--- src/rtl/seg7_scan_display_if.sv ---
// Board-facing bundle for the eight-digit display driver: load port in,
// active-low segment and digit-select pins out.
interface seg7_scan_display_if;
  logic        cs;
  logic [31:0] i_data;
  logic        blank_lz;
  logic [7:0]  display7_seg;
  logic [7:0]  display7_sel;

  modport master (
    output cs, i_data, blank_lz,
    input  display7_seg, display7_sel
  );

  modport slave (
    input  cs, i_data, blank_lz,
    output display7_seg, display7_sel
  );
endinterface

--- src/rtl/seg7_scan_display.sv ---
// Multiplexed 8-digit hex display driver: latches a 32-bit word and scans one
// digit at a time, each lit for REFRESH_DIV cycles, with optional leading-zero blanking.
module seg7_scan_display #(
  parameter int REFRESH_DIV = 100000
) (
  input  logic               clk_in,
  input  logic               reset,
  seg7_scan_display_if.slave bus
);

  localparam int PCNT_W = (REFRESH_DIV > 1) ? $clog2(REFRESH_DIV) : 1;
  localparam logic [PCNT_W-1:0] PCNT_LAST = PCNT_W'(REFRESH_DIV - 1);

  logic [31:0]       dreg_reg, dreg_next;
  logic [PCNT_W-1:0] pcnt_reg, pcnt_next;
  logic [2:0]        idx_reg, idx_next;
  logic [7:0]        seg_reg, seg_next;
  logic [7:0]        sel_reg, sel_next;
  logic              tick;

  logic [3:0]        nibble [8];
  logic [7:0]        blank_vec;

  function automatic logic [7:0] hex_decode(input logic [3:0] n);
    logic [7:0] s;
    case (n)
      4'h0: s = 8'hC0;
      4'h1: s = 8'hF9;
      4'h2: s = 8'hA4;
      4'h3: s = 8'hB0;
      4'h4: s = 8'h99;
      4'h5: s = 8'h92;
      4'h6: s = 8'h82;
      4'h7: s = 8'hF8;
      4'h8: s = 8'h80;
      4'h9: s = 8'h90;
      4'hA: s = 8'h88;
      4'hB: s = 8'h83;
      4'hC: s = 8'hC6;
      4'hD: s = 8'hA1;
      4'hE: s = 8'h86;
      default: s = 8'h8E;
    endcase
    return s;
  endfunction

  genvar gi;
  generate
    for (gi = 0; gi < 8; gi++) begin : g_nibble
      assign nibble[gi] = dreg_reg[4*gi +: 4];
    end
  endgenerate

  // Digit k is a leading zero when every nibble from k up to the top is zero;
  // digit 0 always shows so that a zero value still displays "0".
  assign blank_vec[0] = 1'b0;
  generate
    for (gi = 1; gi < 8; gi++) begin : g_blank
      assign blank_vec[gi] = bus.blank_lz & ~(|dreg_reg[31:4*gi]);
    end
  endgenerate

  always_comb begin
    tick      = (pcnt_reg == PCNT_LAST);
    pcnt_next = tick ? '0 : pcnt_reg + 1'b1;
    idx_next  = tick ? idx_reg + 3'd1 : idx_reg;
    dreg_next = bus.cs ? bus.i_data : dreg_reg;
    sel_next  = ~(8'd1 << idx_reg);
    seg_next  = blank_vec[idx_reg] ? 8'hFF : hex_decode(nibble[idx_reg]);
  end

  // Outputs are registered from the pre-edge idx/dreg, giving a fixed one-cycle
  // pipeline and a glitch-free single-low select.
  always_ff @(posedge clk_in or negedge reset) begin
    if (!reset) begin
      dreg_reg <= '0;
      pcnt_reg <= '0;
      idx_reg  <= '0;
      seg_reg  <= 8'hFF;
      sel_reg  <= 8'hFF;
    end else begin
      dreg_reg <= dreg_next;
      pcnt_reg <= pcnt_next;
      idx_reg  <= idx_next;
      seg_reg  <= seg_next;
      sel_reg  <= sel_next;
    end
  end

  assign bus.display7_seg = seg_reg;
  assign bus.display7_sel = sel_reg;

endmodule

--- src/flat_wrapper.sv ---
// flat-port wrapper written by rule: the top's interface ports become plain ports
module seg7_scan_display_flat 
#(
  parameter int REFRESH_DIV = 100000
)
  (clk_in, reset, bus_cs, bus_i_data, bus_blank_lz, bus_display7_seg, bus_display7_sel);
  seg7_scan_display_if bus_i ();
  input  logic clk_in;
  input  logic reset;
  input wire logic [$bits(bus_i.cs)-1:0] bus_cs;
  input wire logic [$bits(bus_i.i_data)-1:0] bus_i_data;
  input wire logic [$bits(bus_i.blank_lz)-1:0] bus_blank_lz;
  output wire logic [$bits(bus_i.display7_seg)-1:0] bus_display7_seg;
  output wire logic [$bits(bus_i.display7_sel)-1:0] bus_display7_sel;
  assign bus_i.cs = bus_cs;
  assign bus_i.i_data = bus_i_data;
  assign bus_i.blank_lz = bus_blank_lz;
  assign bus_display7_seg = bus_i.display7_seg;
  assign bus_display7_sel = bus_i.display7_sel;
  seg7_scan_display #(.REFRESH_DIV(REFRESH_DIV)) u_core (.clk_in(clk_in), .reset(reset), .bus(bus_i));
endmodule
--- config.mk ---
export PLATFORM = sky130hd
export DESIGN_NAME = seg7_scan_display_flat
export DESIGN_NICKNAME = d
export VERILOG_FILES = /design/src/rtl/seg7_scan_display_if.sv /design/src/rtl/seg7_scan_display.sv /design/src/flat_wrapper.sv
export SDC_FILE = /design/constraint.sdc
export NUM_CORES = 1
export LEC_CHECK = 0
export BUFFER_PORTS_ARGS = -buffer_cell sky130_fd_sc_hd__buf_4
export CORE_ASPECT_RATIO = 0.6
export CORE_MARGIN = 5
export CORE_UTILIZATION = 60
export CTS_CLUSTER_DIAMETER = 150
export DETAILED_ROUTE_END_ITERATION = 12
export PLACE_DENSITY = 0.87
export SYNTH_ARGS = -nofsm -noshare
export SYNTH_HDL_FRONTEND = slang
export SYNTH_SLANG_ARGS = --single-unit
--- constraint.sdc ---
create_clock -name clk_in -period 6.01 [get_ports clk_in]
set_clock_uncertainty 0.05 [all_clocks]
set_input_delay 0.3005 -clock clk_in [delete_from_list [all_inputs] [get_ports clk_in]]
set_output_delay 0.3005 -clock clk_in [all_outputs]
set_load 0.01 [all_outputs]
**Yosys cells after proc, flatten, opt, wreduce, memory -nomap -nowiden**

Memory sizes are Yosys's and may differ from the RTL's.
Index checks and enable logic that the tools add are counted.

- Memory bits (read-only): 112
- Register bits: 68
- Memories: 1
- Input port bits: 36
- RAM bits: 0
- Latch bits: 0
- Word-level logic and storage cells: 42
- Output and inout port bits: 16

Memories:

| memory | depth | width | rd ports | clocked after memory_dff | write ports | RTL line | text |
|---|---|---|---|---|---|---|---|
| (no name shown) | 16 | 7 | 1 | 0 | 0 | seg7_scan_display.sv:26 | `case (n)` |

- Reductions and logical operators: 7
- $add $sub $neg: 2
- Divide/modulo/power cells: 0
- Shift operators: 1
- Equal/unequal tests: 1
- Muxes and demuxes: 7
- Magnitude comparators: 2
- Multipliers: 0
- Bitwise logic cells: 16

Operator list:

| cell | count |
|---|---|
| 28-bit OR reduction | 1 |
| 24-bit OR reduction | 1 |
| 20-bit OR reduction | 1 |
| 17-bit by 1-bit adder with 17-bit output (second input constant) | 1 |
| 17-bit == test (second input constant) | 1 |
| 17-bit 2-to-1 mux | 1 |
| 16-bit OR reduction | 1 |
| 4-bit binary-select mux with 3-bit select | 1 |
| 12-bit OR reduction | 1 |
| 4-bit 2-to-1 mux | 2 |
| 8-bit 2-to-1 mux | 1 |
| 8-bit NOT | 1 |
| 8-bit OR reduction | 1 |
| 1-bit by 3-bit left shift with 8-bit output (first input constant) | 1 |
| 1-bit AND | 7 |
| 1-bit NOT | 7 |
| 4-bit greater-or-equal comparator (second input constant) | 1 |
| 3-bit by 4-bit < comparator with 1-bit output (second input constant) | 1 |
| 3-bit NOT with 4-bit output | 1 |
| 4-bit OR reduction | 1 |
| 3-bit by 1-bit adder with 3-bit output (second input constant) | 1 |
| 1-bit binary-select mux with 3-bit select | 1 |
| 1-bit 2-to-1 mux | 1 |

**Depth between registers and ports, before layout**

Gate-level depths: netlist (run 1).

- Depth after elaboration: 6
- Depth in mapped cells: 8
- Gate-level depth less buffers: 7

**Worst setup path before layout (run 1)**

No wires, ideal clock.

- Path kind: register -> register
- From: register u_core.idx_reg[1]
- To: register u_core.seg_reg[0], in the netlist u_core.bus.display7_seg[0]
- Cell stages (with the launch flop): 8
- Arrival time: 2.163 ns
- Setup slack: 3.699 ns
- Period minus slack after synthesis: 2.311 ns
- Path buffers: 0
- Required time: 5.863 ns
- Library setup time: 0.097 ns
- Path through: dfrtp_1 > mux4_1 > mux2i_2 > inv_1 > ha_1 > or3_1 > o221ai_1 > nand2_1

- Longest elaborated chain between the ends: 6
- Elaborated cells on any way between the ends: 8

Ends and longest elaborated chain:

| item | RTL line | text |
|---|---|---|
| start: declaration | seg7_scan_display.sv:16 | `logic [2:0] idx_reg, idx_next;` |
| start signal: assignment | seg7_scan_display.sv:84 | `idx_reg <= idx_next;` |
| 3-bit NOT with 4-bit output (not written as such) | seg7_scan_display.sv:69 | `seg_next = blank_vec[idx_reg] ? 8'hFF : hex_decode(nibble[idx_reg]);` |
| 4-bit binary-select mux with 3-bit select | seg7_scan_display.sv:69 |  |
| 4-bit 2-to-1 mux (not written as such) (2 in a row) | seg7_scan_display.sv:69 |  |
| memory read 16 x 7 bit | -- |  |
| 8-bit 2-to-1 mux * | seg7_scan_display.sv:69 |  |
| named net u_core.seg_next[0] | seg7_scan_display.sv:17 | `logic [7:0] seg_reg, seg_next;` |
| end signal: assignment | seg7_scan_display.sv:85 | `seg_reg <= seg_next;` |
| end: declaration | seg7_scan_display.sv:17 |  |

The timed path passes the listed nets; every way through them passes the cells marked *. The select of a mux whose other input is x is not followed.
A chain may end at the register's enable or synchronous reset.

**Worst setup path in the final report (run 1)**

Ends and elaborated chain as after synthesis.

==> qor.yml, run 1 <==
clocking:
  clock_tree_buf_depth: 2
  cts-root-buf: "clkbuf_8"
  cts_tree: "done"
  post_cts_resized: 0
  cts_inserted_buffers: 9
  cts.hold.buffers_added: 0
  clock_insertion_delay_worst_skew_ns: 0.34
  postCtsSetupBuffers: 0
  htree_levels: 3
  cts.clk_slew.worst_paths_ns: 0.07
  clock-sinks: 67
worst_setup_path:
  reg2regPathDepth: 7
  critical_path_buf_inv_count: 1
  worst_setup_path_start_kind: "flip-flop"
  setup.worst_path.start: "u_core.idx_reg[1]$_DFFE_PN0N_"
  timing.critical_path.slowest_stage_cell: "dfrtp_1"
  worst-path-max-fanout: 15
  critPathCapture: "u_core.bus.display7_seg[0]$_DFF_PN1_"
  crit_path_end_kind: "flip-flop"
  timing.critical_path.depth: 7
  path_class: "flip-flop to flip-flop"
  ff2ff_setup_slack_ns: 3.23
  cp_data_arrival_time_ns: 2.96
  regToRegStartpoint: "u_core.idx_reg[1]$_DFFE_PN0N_"
  crit_path_cell_trace: "mux4_1 > mux2i_2 > inv_1 > ha_1 > or3_1 > o221ai_1 > nand2_1"
  crit-reg2reg-capture: "u_core.bus.display7_seg[0]$_DFF_PN1_"
  worst_ep_required_time_ns: 6.19
  max_stage_delay_ns: 0.68
  cpLargestDelayFamily: "multiplexers"
die:
  die_x_extent_um: 105
  floorplan.rows: 20
  fp.dieH_um: 66.9
  top_level_ports: 52
  core_area_um2: 5130
  floorplan.initialDensity: 0.630
  dieArea_um2: 7000
yosys:
  yosys.area_share.xor_xnor: 0.0461
  syn_avg_cell_area_um2: 12.9
  synthesis.nets: 299
  mappedNetlistArea_um2: 3230
  synth_compound_gate_area_share: 0.0383
  synth_adder_area_share: 0.0503
  post_synthesis_sequential_area_ratio: 0.525
  muxShareOfSynthArea: 0.205
  synth_simple_gate_area_frac: 0.0987
  ys.flop_type: "dfrtp_1"
  synth_edf_count: 0
  yosysMostFrequentCell: "dfrtp_1"
  synth-async-reset-ratio: 1.00
  yosys.area.top_type_share: 0.403
  synth.area.top_cells: "dfrtp_1, dfstp_2, mux2_2"
  synth_top_family_by_area: "multiplexers"
  yosys_register_bits: 67
  synthTopCellsByCount: "dfrtp_1, mux2_2, nand2_1"
  netlist_instances: 250
  ys_warn_count: 0
  synth_cell_type_count: 42
  yosysTopAreaCell: "dfrtp_1"
drt:
  drt-wirelength-per-cell_um: 17.5
  drt-vias-per-instance: 5.79
  wl_um: 6500
  dr_total_vias: 2149
  final_antenna_violating_net_count: 0
  route.detailed.drc: 0
  violation_count_after_the_first_detailed_route_iteration: 118
  detailedRoute.firstPassIterationCount: 4
sta:
  timing.fmax_mhz: 359
  fin_tns_setup_ns: 0
  final_report_hold_violation_count: 1
  worst_hold_margin_ns: -0.000997
  tightest_slew_ns: 0.805
  worst_setup_slack_after_layout_ns: 3.23
  report.final.setup_viol: 0
  period_minus_slack_ns: 2.78
  rsz0062_at_grt: "false"
  timing_max_transition_violations_final: 0
  timing.slew.headroom: 0.458
  period_share: 0.463
cells_and_area:
  antenna_cells: 0
  area_added_between_synthesis_and_finish_pct: 17.5
  final_nets: 349
  layout-drive-gt1-share: 0.410
  largest_register_ff_count: 32
grt:
  first_global_vias: 2218
  grt_start_max_net_pins: 68
  grt_pass1_wl_um: 11200
  antenna_violations_before_repair: 0
  gr-total-overflow: 0
  grt_usage: 0.210
pwr:
  power.sequential.fraction: 0.511
  vdd_drop_max_v: 0.000142
  swShare: 0.238
  combinationalPowerShare: 0.123
  leakage_uw: 0.00164
  p_int_uw: 758
  cellPowerDensity_nw_per_um2: 262
  power_switching_uw: 237
  power.clock.fraction: 0.366
job:
  maxCapViolCount: 0
run_status:
  violations: "hold timing"
  status: "complete, but fails checks"
placed_design:
  pre_cts_ws_ns: 3.25
  globalplace.congestion: 0.935
  io_buffer_count: 50
  dp_hpwl_um: 4730
min_path:
  worst_hold_path_type: "primary input to async pin"
[how the worst min path moves through the flow]
stage / startpoint / end / slack (ns) / depth (start not counted)
floorplan: reset / u_core.dreg_reg[0]$_DFFE_PN0P_ / -0.05 / 0
global placement: reset / u_core.dreg_reg[26]$_DFFE_PN0P_ / 0.39 / 1
detailed placement: reset / u_core.pcnt_reg[0]$_DFF_PN0_ / 0.40 / 1
CTS: reset / u_core.dreg_reg[28]$_DFFE_PN0P_ / 0.02 / 1
global route: reset / u_core.dreg_reg[29]$_DFFE_PN0P_ / 0.05 / 1
finish: reset / u_core.dreg_reg[29]$_DFFE_PN0P_ / -0.001 / 1
[power by group through the flow]
| stage | registers [µW] | clock network [µW] | logic, µW |
|---|---|---|---|
| after floorplan | 512 | 0 | 70.5 |
| after global placement | 515 | 0 | 118 |
| after detailed placement | 516 | 0 | 122 |
| after CTS | 508 | 375 | 123 |
| after global routing | 513 | 393 | 136 |
| final | 509 | 364 | 122 |
[area by class of cell]
| type | count | area, µm² |
|---|---|---|
| clock buffers | 14 | 153 |
| clock inverters | 2 | 37.5 |
| fillers | 351 | 1330 |
| inverters | 9 | 33.8 |
| multi-input cells | 163 | 1420 |
| flip-flops and latches | 67 | 1700 |
| well taps | 66 | 82.6 |
| repair buffers | 50 | 375 |
[placed cells by master, fill, tap and decap left out, types with 2 or more instances in the layout]
master and instances:
clkbuf_1 4, o21ai_1 2, mux2i_2 2, mux4_1 3, o21ai_0 2, mux2_4 2, a21oi_1 6, mux4_2 5
dfstp_2 15, inv_2 2, inv_1 7, o211ai_1 5, xor2_1 7, nand3_1 9, nand4_1 4, xnor2_1 10
ha_1 13, mux2_2 34, nor4_1 9, nor2b_1 2, dfrtp_1 52, nand2_1 17, and3_1 2, mux2i_1 3
buf_4 50, nor2_1 14, clkbuf_8 10
[metrics by stage]
stage                      util  hold WS, ns  total power (µW)  instances  area, µm²
after floorplan               -      -0.0451               583        250       3230
after global placement    0.703        0.387               633        355       3610
after detailed placement  0.703        0.397               638        355       3610
after CTS                 0.740       0.0155              1010        371       3800
after global routing      0.740       0.0547              1040        371       3800
final                     0.740    -0.000997               995        371       3800
[worst register-to-register path, stage by stage, from the launching register on]
cell and delay (ns):
dfrtp_1 0.68, mux4_1 0.65, mux2i_2 0.38, inv_1 0.12
ha_1 0.25, or3_1 0.39, o221ai_1 0.08, nand2_1 0.08
[logic make-up after synthesis]
family                   count (synthesis)
flip-flops                              67
multiplexers                            49
XOR/XNOR                                17
other                                    1
AND/OR/NAND/NOR                         64
AO/OA/AOI/OAI                           19
buffers and inverters                   20
adder cells (fa/ha/maj)                 13
[layer usage]
metal / wire (µm) / global-route usage
met5: 0 / 0
met4: 44 / 0.0383
met2: 2750 / 0.299
met3: 585 / 0.0929
met1: 3120 / 0.301
(Power assumes the default switching activity.)
==> inputs of run 2 (changes only) <==
ABC_AREA = 1   (was unset)
CORE_UTILIZATION = 52   (was 60)
PLACE_DENSITY = 0.79   (was 0.87)
clock period = 2.4 ns   (was 6.01 ns; I/O delays follow)
==> qor.yml, run 2 <==
run_status:
  status: "finished, final reports clean"  # was complete, but fails checks
worst_setup_path:
  critical_path_buf_inv_count: 2  # was 1
  worst_ep_required_time_ns: 2.61  # was 6.19 ns
  crit_path_end_kind: "flip-flop"  # unchanged
  max_stage_delay_ns: 0.51  # was 0.68 ns
  cp_data_arrival_time_ns: 2.11  # was 2.96 ns
  worst-path-max-fanout: 11  # was 15
  timing.critical_path.slowest_stage_cell: "dfrtp_1"  # unchanged
  worst_setup_path_start_kind: "flip-flop"  # unchanged
  path_class: "flip-flop to flip-flop"  # unchanged
  crit_path_cell_trace: "inv_2 > o211ai_1 > nand3_1 > nand2_1 > inv_1 > ha_1 > nand3_1 > nand2_1 > nand2_1 > nand3_1"  # was mux4_1 > mux2i_2 > inv_1 > ha_1 > or3_1 > o221ai_1 > nand2_1
  cpLargestDelayFamily: "simple AND/OR/NAND/NOR gates"  # was multiplexers
sta:
  report.final.setup_viol: 0  # unchanged
  tightest_slew_ns: 0.814  # was 0.805 ns
  period_share: 0.794  # was 0.463
  timing.slew.headroom: 0.457  # was 0.458
  timing_max_transition_violations_final: 0  # unchanged
  fin_tns_setup_ns: 0  # unchanged
  final_report_hold_violation_count: 0  # was 1
  period_minus_slack_ns: 1.91  # was 2.78 ns
  timing.fmax_mhz: 525  # was 359 MHz
  rsz0062_at_grt: "false"  # unchanged
yosys:
  synth_edf_count: 0  # unchanged
  ys_warn_count: 0  # unchanged
  synth.area.top_cells: "dfrtp_1, nand2_1, dfstp_2"  # was dfrtp_1, dfstp_2, mux2_2
  yosys_register_bits: 67  # unchanged
  post_synthesis_sequential_area_ratio: 0.473  # was 0.525
  synthTopCellsByCount: "nand2_1, inv_1, dfrtp_1"  # was dfrtp_1, mux2_2, nand2_1
  synth_cell_type_count: 32  # was 42
  mappedNetlistArea_um2: 3590  # was 3230 µm²
  synthesis.nets: 496  # was 299
  netlist_instances: 447  # was 250
  syn_avg_cell_area_um2: 8.02  # was 12.9 µm²
  ys.flop_type: "dfrtp_1"  # unchanged
  synth-async-reset-ratio: 1.00  # unchanged
  yosysMostFrequentCell: "nand2_1"  # was dfrtp_1
  yosysTopAreaCell: "dfrtp_1"  # unchanged
  yosys.area.top_type_share: 0.363  # was 0.403
cells_and_area:
  commonest_non_fill_non_tap_cell_in_the_layout: "nand2_1"  # was dfrtp_1
  area_added_between_synthesis_and_finish_pct: 28.8  # was 17.5%
  largest_register_ff_count: 32  # unchanged
  layout-drive-gt1-share: 0.196  # was 0.410
  antenna_cells: 0  # unchanged
  final_nets: 580  # was 349
  most-common-layout-cells: "nand2_1, inv_1, buf_4"  # was dfrtp_1, buf_4, mux2_2
pwr:
  vdd_drop_max_v: 0.000493  # was 0.000142 V
  post-layout-total-power_uw: 2810  # was 995 µW
  cellPowerDensity_nw_per_um2: 609  # was 262 nW/µm²
  leakage_uw: 0.00233  # was 0.00164 µW
die:
  fp.dieH_um: 74.3  # was 66.9 µm
  floorplan.initialDensity: 0.537  # was 0.630
  top_level_ports: 52  # unchanged
  dieArea_um2: 8710  # was 7000 µm²
  die_x_extent_um: 117  # was 105 µm
  core_area_um2: 6680  # was 5130 µm²
  floorplan.rows: 23  # was 20
min_path:
  worst_hold_path_type: "primary input to flip-flop"  # was primary input to async pin
clocking:
  post_cts_resized: 0  # unchanged
  clock-sinks: 67  # unchanged
  cts.hold.buffers_added: 33  # was 0
  postCtsSetupBuffers: 0  # unchanged
  htree_levels: 3  # unchanged
  clock_tree_buf_depth: 2  # unchanged
  cts_tree: "done"  # unchanged
  cts.clk_slew.worst_paths_ns: 0.05  # was 0.07 ns
  cts-root-buf: "clkbuf_16"  # was clkbuf_8
  clock_insertion_delay_worst_skew_ns: 0.33  # was 0.34 ns
  cts_inserted_buffers: 9  # unchanged
drt:
  drt-vias-per-instance: 5.06  # was 5.79
  violation_count_after_the_first_detailed_route_iteration: 343  # was 118
  wl_um: 8770  # was 6500 µm
  drt-wirelength-per-cell_um: 14.1  # was 17.5 µm
  final_antenna_violating_net_count: 0  # unchanged
  detailedRoute.firstPassIterationCount: 5  # was 4
  route.detailed.drc: 0  # unchanged
  dr_total_vias: 3150  # was 2149
grt:
  first_global_vias: 2993  # was 2218
  grt_usage: 0.223  # was 0.210
  gr-total-overflow: 0  # unchanged
  grt_pass1_wl_um: 14700  # was 11200 µm
  antenna_violations_before_repair: 0  # unchanged
  grt_start_max_net_pins: 68  # unchanged
placed_design:
  dp_hpwl_um: 6100  # was 4730 µm
  io_buffer_count: 50  # unchanged
  globalplace.congestion: 0.943  # was 0.935
job:
  maxCapViolCount: 0  # unchanged
==> run 2: changes by cell type after synthesis, sizes merged, moves of 9 or more <==
cell,before,now
nand2,18,135
inv,9,65
nand3,9,50
mux2,36,2
o21ai,4,37
nor2,14,38
xnor2,10,1
==> run 2: routing by layer <==
layer,wire length [µm],vias to the layer above,GRT usage
li1,-,1564,-
met3,776,9,0.0691
met4,102,0,0.0700
met2,3590,129,0.317
met5,0,-,0
met1,4300,1448,0.328
==> run 2: worst reg2reg max path: stages, from the launching register on <==
cell and delay, ns:
dfrtp_1 0.51, inv_2 0.18, o211ai_1 0.13, nand3_1 0.09, nand2_1 0.20, inv_1 0.12
ha_1 0.23, nand3_1 0.14, nand2_1 0.08, nand2_1 0.05, nand3_1 0.06
==> run 2: logic make-up (layout without fill, tap and decap cells) <==
logic type | count (synthesis) | in the layout | synth area share
mux | 2 | 2 | 0.00628
other cells | 1 | 1 | 0.00105
fa+ha+maj | 13 | 13 | 0.0454
compound gates | 41 | 41 | 0.0604
xor+xnor | 10 | 10 | 0.0244
flops | 67 | 67 | 0.473
buf+inv | 78 | 167 | 0.0904
simple gates | 235 | 235 | 0.299
==> run 2: final timing paths <==
check / startpoint / end / slack [ns] / cells after the start
setup / recovery: u_core.idx_reg[1]$_DFFE_PN0N_ / u_core.bus.display7_seg[3]$_DFF_PN1_ / 0.49 / 10
hold / removal: bus_blank_lz / u_core.bus.display7_seg[0]$_DFF_PN1_ / 0.20 / 7
setup reg to reg: u_core.idx_reg[1]$_DFFE_PN0N_ / u_core.bus.display7_seg[3]$_DFF_PN1_ / 0.49 / 10
hold reg to reg: u_core.pcnt_reg[0]$_DFF_PN0_ / u_core.pcnt_reg[0]$_DFF_PN0_ / 0.42 / 1
max in group asynchronous: reset / u_core.pcnt_reg[13]$_DFF_PN0_ / 1.39 / 2
min in group asynchronous: reset / u_core.pcnt_reg[1]$_DFF_PN0_ / 0.38 / 2
==> run 2: layout make-up <==
class / instances / area, µm²
Fill cell: 543 / 2060
Sequential cell: 67 / 1700
Inverter: 65 / 244
Timing Repair Buffer: 86 / 728
Tap cell: 87 / 109
Multi-Input combinational cell: 302 / 1570
Clock buffer: 14 / 264
Clock inverter: 2 / 10.0
==> run 2: metrics by stage <==
stage          cell area [µm²]  worst slack, ns  utilization  hold WS, ns  std cells
2_1_floorplan             3590            0.710            -       -0.226        447
3_3_place_gp              4010            0.602        0.601        0.219        574
3_5_place_dp              4010            0.540        0.601        0.226        574
4_1_cts                   4620            0.515        0.692        0.195        623
5_1_grt                   4620            0.289        0.692        0.262        623
6_report                  4620            0.494        0.692        0.197        623
==> run 2: where the power goes <==
group          leakage (µW)  internal [µW]  switching (µW)
Combinational       0.00139            162             200
Clock              0.000137            752             459
Sequential         0.000810           1210            27.6
Total               0.00233           2120             687
==> inputs of run 3 (changes only) <==
ABC_AREA = 0   (was 1)
CORE_UTILIZATION = 56   (was 52)
PLACE_DENSITY = 0.82   (was 0.79)
clock period = 1.9 ns   (was 2.4 ns; I/O delays follow)
==> qor.yml, run 3 (same netlist as run 1, synthesis figures left out) <==
run_status:
  status: "complete, but fails checks"  # was finished, final reports clean
  violations: "setup timing"
clocking:
  cts-root-buf: "clkbuf_8"  # was clkbuf_16
  cts_inserted_buffers: 9  # unchanged
  clock-sinks: 67  # unchanged
  clock_insertion_delay_worst_skew_ns: 0.35  # was 0.33 ns
  cts_tree: "done"  # unchanged
  clock_tree_buf_depth: 2  # unchanged
  cts.clk_slew.worst_paths_ns: 0.08  # was 0.05 ns
  htree_levels: 3  # unchanged
pwr:
  p_int_uw: 2500  # was 2120 µW
  vdd_drop_max_v: 0.000515  # was 0.000493 V
  power_switching_uw: 900  # was 687 µW
  cellPowerDensity_nw_per_um2: 740  # was 609 nW/µm²
  leakage_uw: 0.00199  # was 0.00233 µW
  swShare: 0.265  # was 0.244
  power.clock.fraction: 0.352  # was 0.431
  power.sequential.fraction: 0.474  # was 0.440
  combinationalPowerShare: 0.174  # was 0.129
cells_and_area:
  footprint_of_the_multi_input_gates_um2: 1550  # was 1570 µm²
  total_area_of_sequential_cells_um2: 1700  # about the same
  area_added_between_synthesis_and_finish_pct: 42.0  # was 28.8%
  stdcell_count: 455  # was 623
  nFillCells: 329  # was 543
  antenna_cells: 0  # unchanged
  most-common-layout-cells: "buf_4, dfrtp_1, mux2_2, dlygate4sd3_1, nand2_1"  # was nand2_1, inv_1, buf_4
  final_core_util: 0.820  # was 0.692
  finalInstanceArea_um2: 4590  # was 4620 µm²
  final_nets: 419  # was 580
  largest_register_ff_count: 32  # unchanged
  commonest_non_fill_non_tap_cell_in_the_layout: "buf_4"  # was nand2_1
  layout-drive-gt1-share: 0.493  # was 0.196
worst_setup_path:
  worst_ep_required_time_ns: 2.12  # was 2.61 ns
  path_class: "flip-flop to flip-flop"  # unchanged
  crit_path_end_kind: "flip-flop"  # unchanged
  worst_setup_path_start_kind: "flip-flop"  # unchanged
  worst-path-max-fanout: 6  # was 11
  cp_data_arrival_time_ns: 2.27  # was 2.11 ns
drt:
  drt-wirelength-per-cell_um: 17.3  # was 14.1 µm
  drt-vias-per-instance: 5.29  # was 5.06
  detailedRoute.firstPassIterationCount: 4  # was 5
  wl_um: 7880  # was 8770 µm
  route.detailed.drc: 0  # unchanged
  final_antenna_violating_net_count: 0  # unchanged
  violation_count_after_the_first_detailed_route_iteration: 100  # was 343
  dr_total_vias: 2406  # was 3150
placed_design:
  globalplace.congestion: 0.806  # was 0.943
  detailed_place.area_um2: 3920  # was 4010 µm²
  dp.cells: 403  # was 574
  io_buffer_count: 50  # unchanged
  dp_hpwl_um: 5010  # was 6100 µm
grt:
  grt_start_max_net_pins: 37  # was 68
  antenna_violations_before_repair: 0  # unchanged
  grt_pass1_wl_um: 12200  # was 14700 µm
  grt_usage: 0.225  # was 0.223
  first_global_vias: 2408  # was 2993
  gr-total-overflow: 0  # unchanged
sta:
  worst_setup_slack_after_layout_ns: -0.148  # was 0.494 ns
  period_share: 1.08  # was 0.794
  period_minus_slack_ns: 2.05  # was 1.91 ns
  timing_max_transition_violations_final: 0  # unchanged
  final_report_hold_violation_count: 0  # unchanged
  rsz0062_at_grt: "true"  # was false
  report.final.setup_viol: 7  # was 0
  timing.fmax_mhz: 488  # was 525 MHz
die:
  fp.dieH_um: 68.8  # was 74.3 µm
  core_area_um2: 5600  # was 6680 µm²
  top_level_ports: 52  # unchanged
  floorplan.rows: 21  # was 23
  floorplan.initialDensity: 0.577  # was 0.537
  dieArea_um2: 7440  # was 8710 µm²
  die_x_extent_um: 108  # was 117 µm
min_path:
  worst_hold_path_type: "primary input to async pin"  # was primary input to flip-flop
job:
  maxCapViolCount: 0  # unchanged
-- run 3: changes by cell type in the layout (fill, tap and decap cells not counted), sizes merged, moves of 5 or more --
cell / before / now
buf: 53 / 87
nor4: 2 / 9
nand3: 50 / 9
mux2i: 0 / 5
mux2: 2 / 36
nand2: 135 / 18
o21ai: 37 / 4
mux4: 0 / 8
inv: 65 / 11
xnor2: 1 / 10
clkbuf: 14 / 9
a21oi: 1 / 6
nor2: 38 / 14
-- run 3: power by group through the flow --
stage / Clock (µW) / Sequential [µW] / Combinational [µW]
4_1_cts: 1220 / 1600 / 560
5_1_grt: 1290 / 1620 / 638
3_3_place_gp: 0 / 1620 / 469
6_report: 1200 / 1610 / 591
3_5_place_dp: 0 / 1630 / 482
2_1_floorplan: 0 / 1620 / 233
-- run 3: final timing paths --
check / startpoint / to / slack [ns] / cells after the start
setup / recovery: u_core.idx_reg[1]$_DFFE_PN0N_ / u_core.bus.display7_seg[0]$_DFF_PN1_ / -0.15 / 6
setup reg to reg: u_core.idx_reg[1]$_DFFE_PN0N_ / u_core.bus.display7_seg[0]$_DFF_PN1_ / -0.15 / 6
max in group asynchronous: reset / u_core.bus.display7_seg[0]$_DFF_PN1_ / 1.00 / 3
hold reg to reg: u_core.pcnt_reg[0]$_DFF_PN0_ / u_core.pcnt_reg[0]$_DFF_PN0_ / 0.45 / 1
min in group clk_in: bus_blank_lz / u_core.bus.display7_seg[5]$_DFF_PN1_ / 0.23 / 6
hold / removal: reset / u_core.dreg_reg[26]$_DFFE_PN0P_ / 0.20 / 2
-- run 3: final cells by class --
cell class	count	area share
inverter	9	0.00790
clock buffer	9	0.0270
multi-input combinational	163	0.338
timing repair buffer	120	0.219
tap	80	0.0218
clock inverter	7	0.0166
sequential	67	0.370
-- run 3: metrics by stage --
stage	power, µW	hold WS (ns)	setup TNS [ns]	worst slack (ns)
after CTS	3380	0.181	-0.357	-0.132
after global placement	2090	0.0310	-0.396	-0.106
after detailed placement	2110	0.0278	-0.756	-0.134
final	3400	0.195	-0.659	-0.148
after global routing	3550	0.236	-1.15	-0.215
after floorplan	1850	-0.251	-0.667	-0.202
-- run 3: timing repair --
action                     in CTS  in global routing
setup buffers                   1                  2
setup endpoints to repair       8                  8
hold buffers                   33                  0
resized for setup              13                  9
hold endpoints to repair       67                  0
pin swaps                       5                  6
cloned                          0                  0
-- run 3: critical path, stage by stage (launching register included) --
cell and delay [ns]:
dfrtp_2 0.45, mux4_2 0.52, mux2_4 0.32, ha_4 0.17, or3_4 0.32, o221ai_2 0.06
nand2_1 0.08
-- run 3: layer usage --
layer | GRT usage | routed length (µm) | vias to the layer above
li1 | - | - | 1132
met1 | 0.308 | 3600 | 1164
met2 | 0.354 | 3670 | 91
met3 | 0.0549 | 420 | 19
met4 | 0.0850 | 190 | 0
met5 | 0 | 0 | -
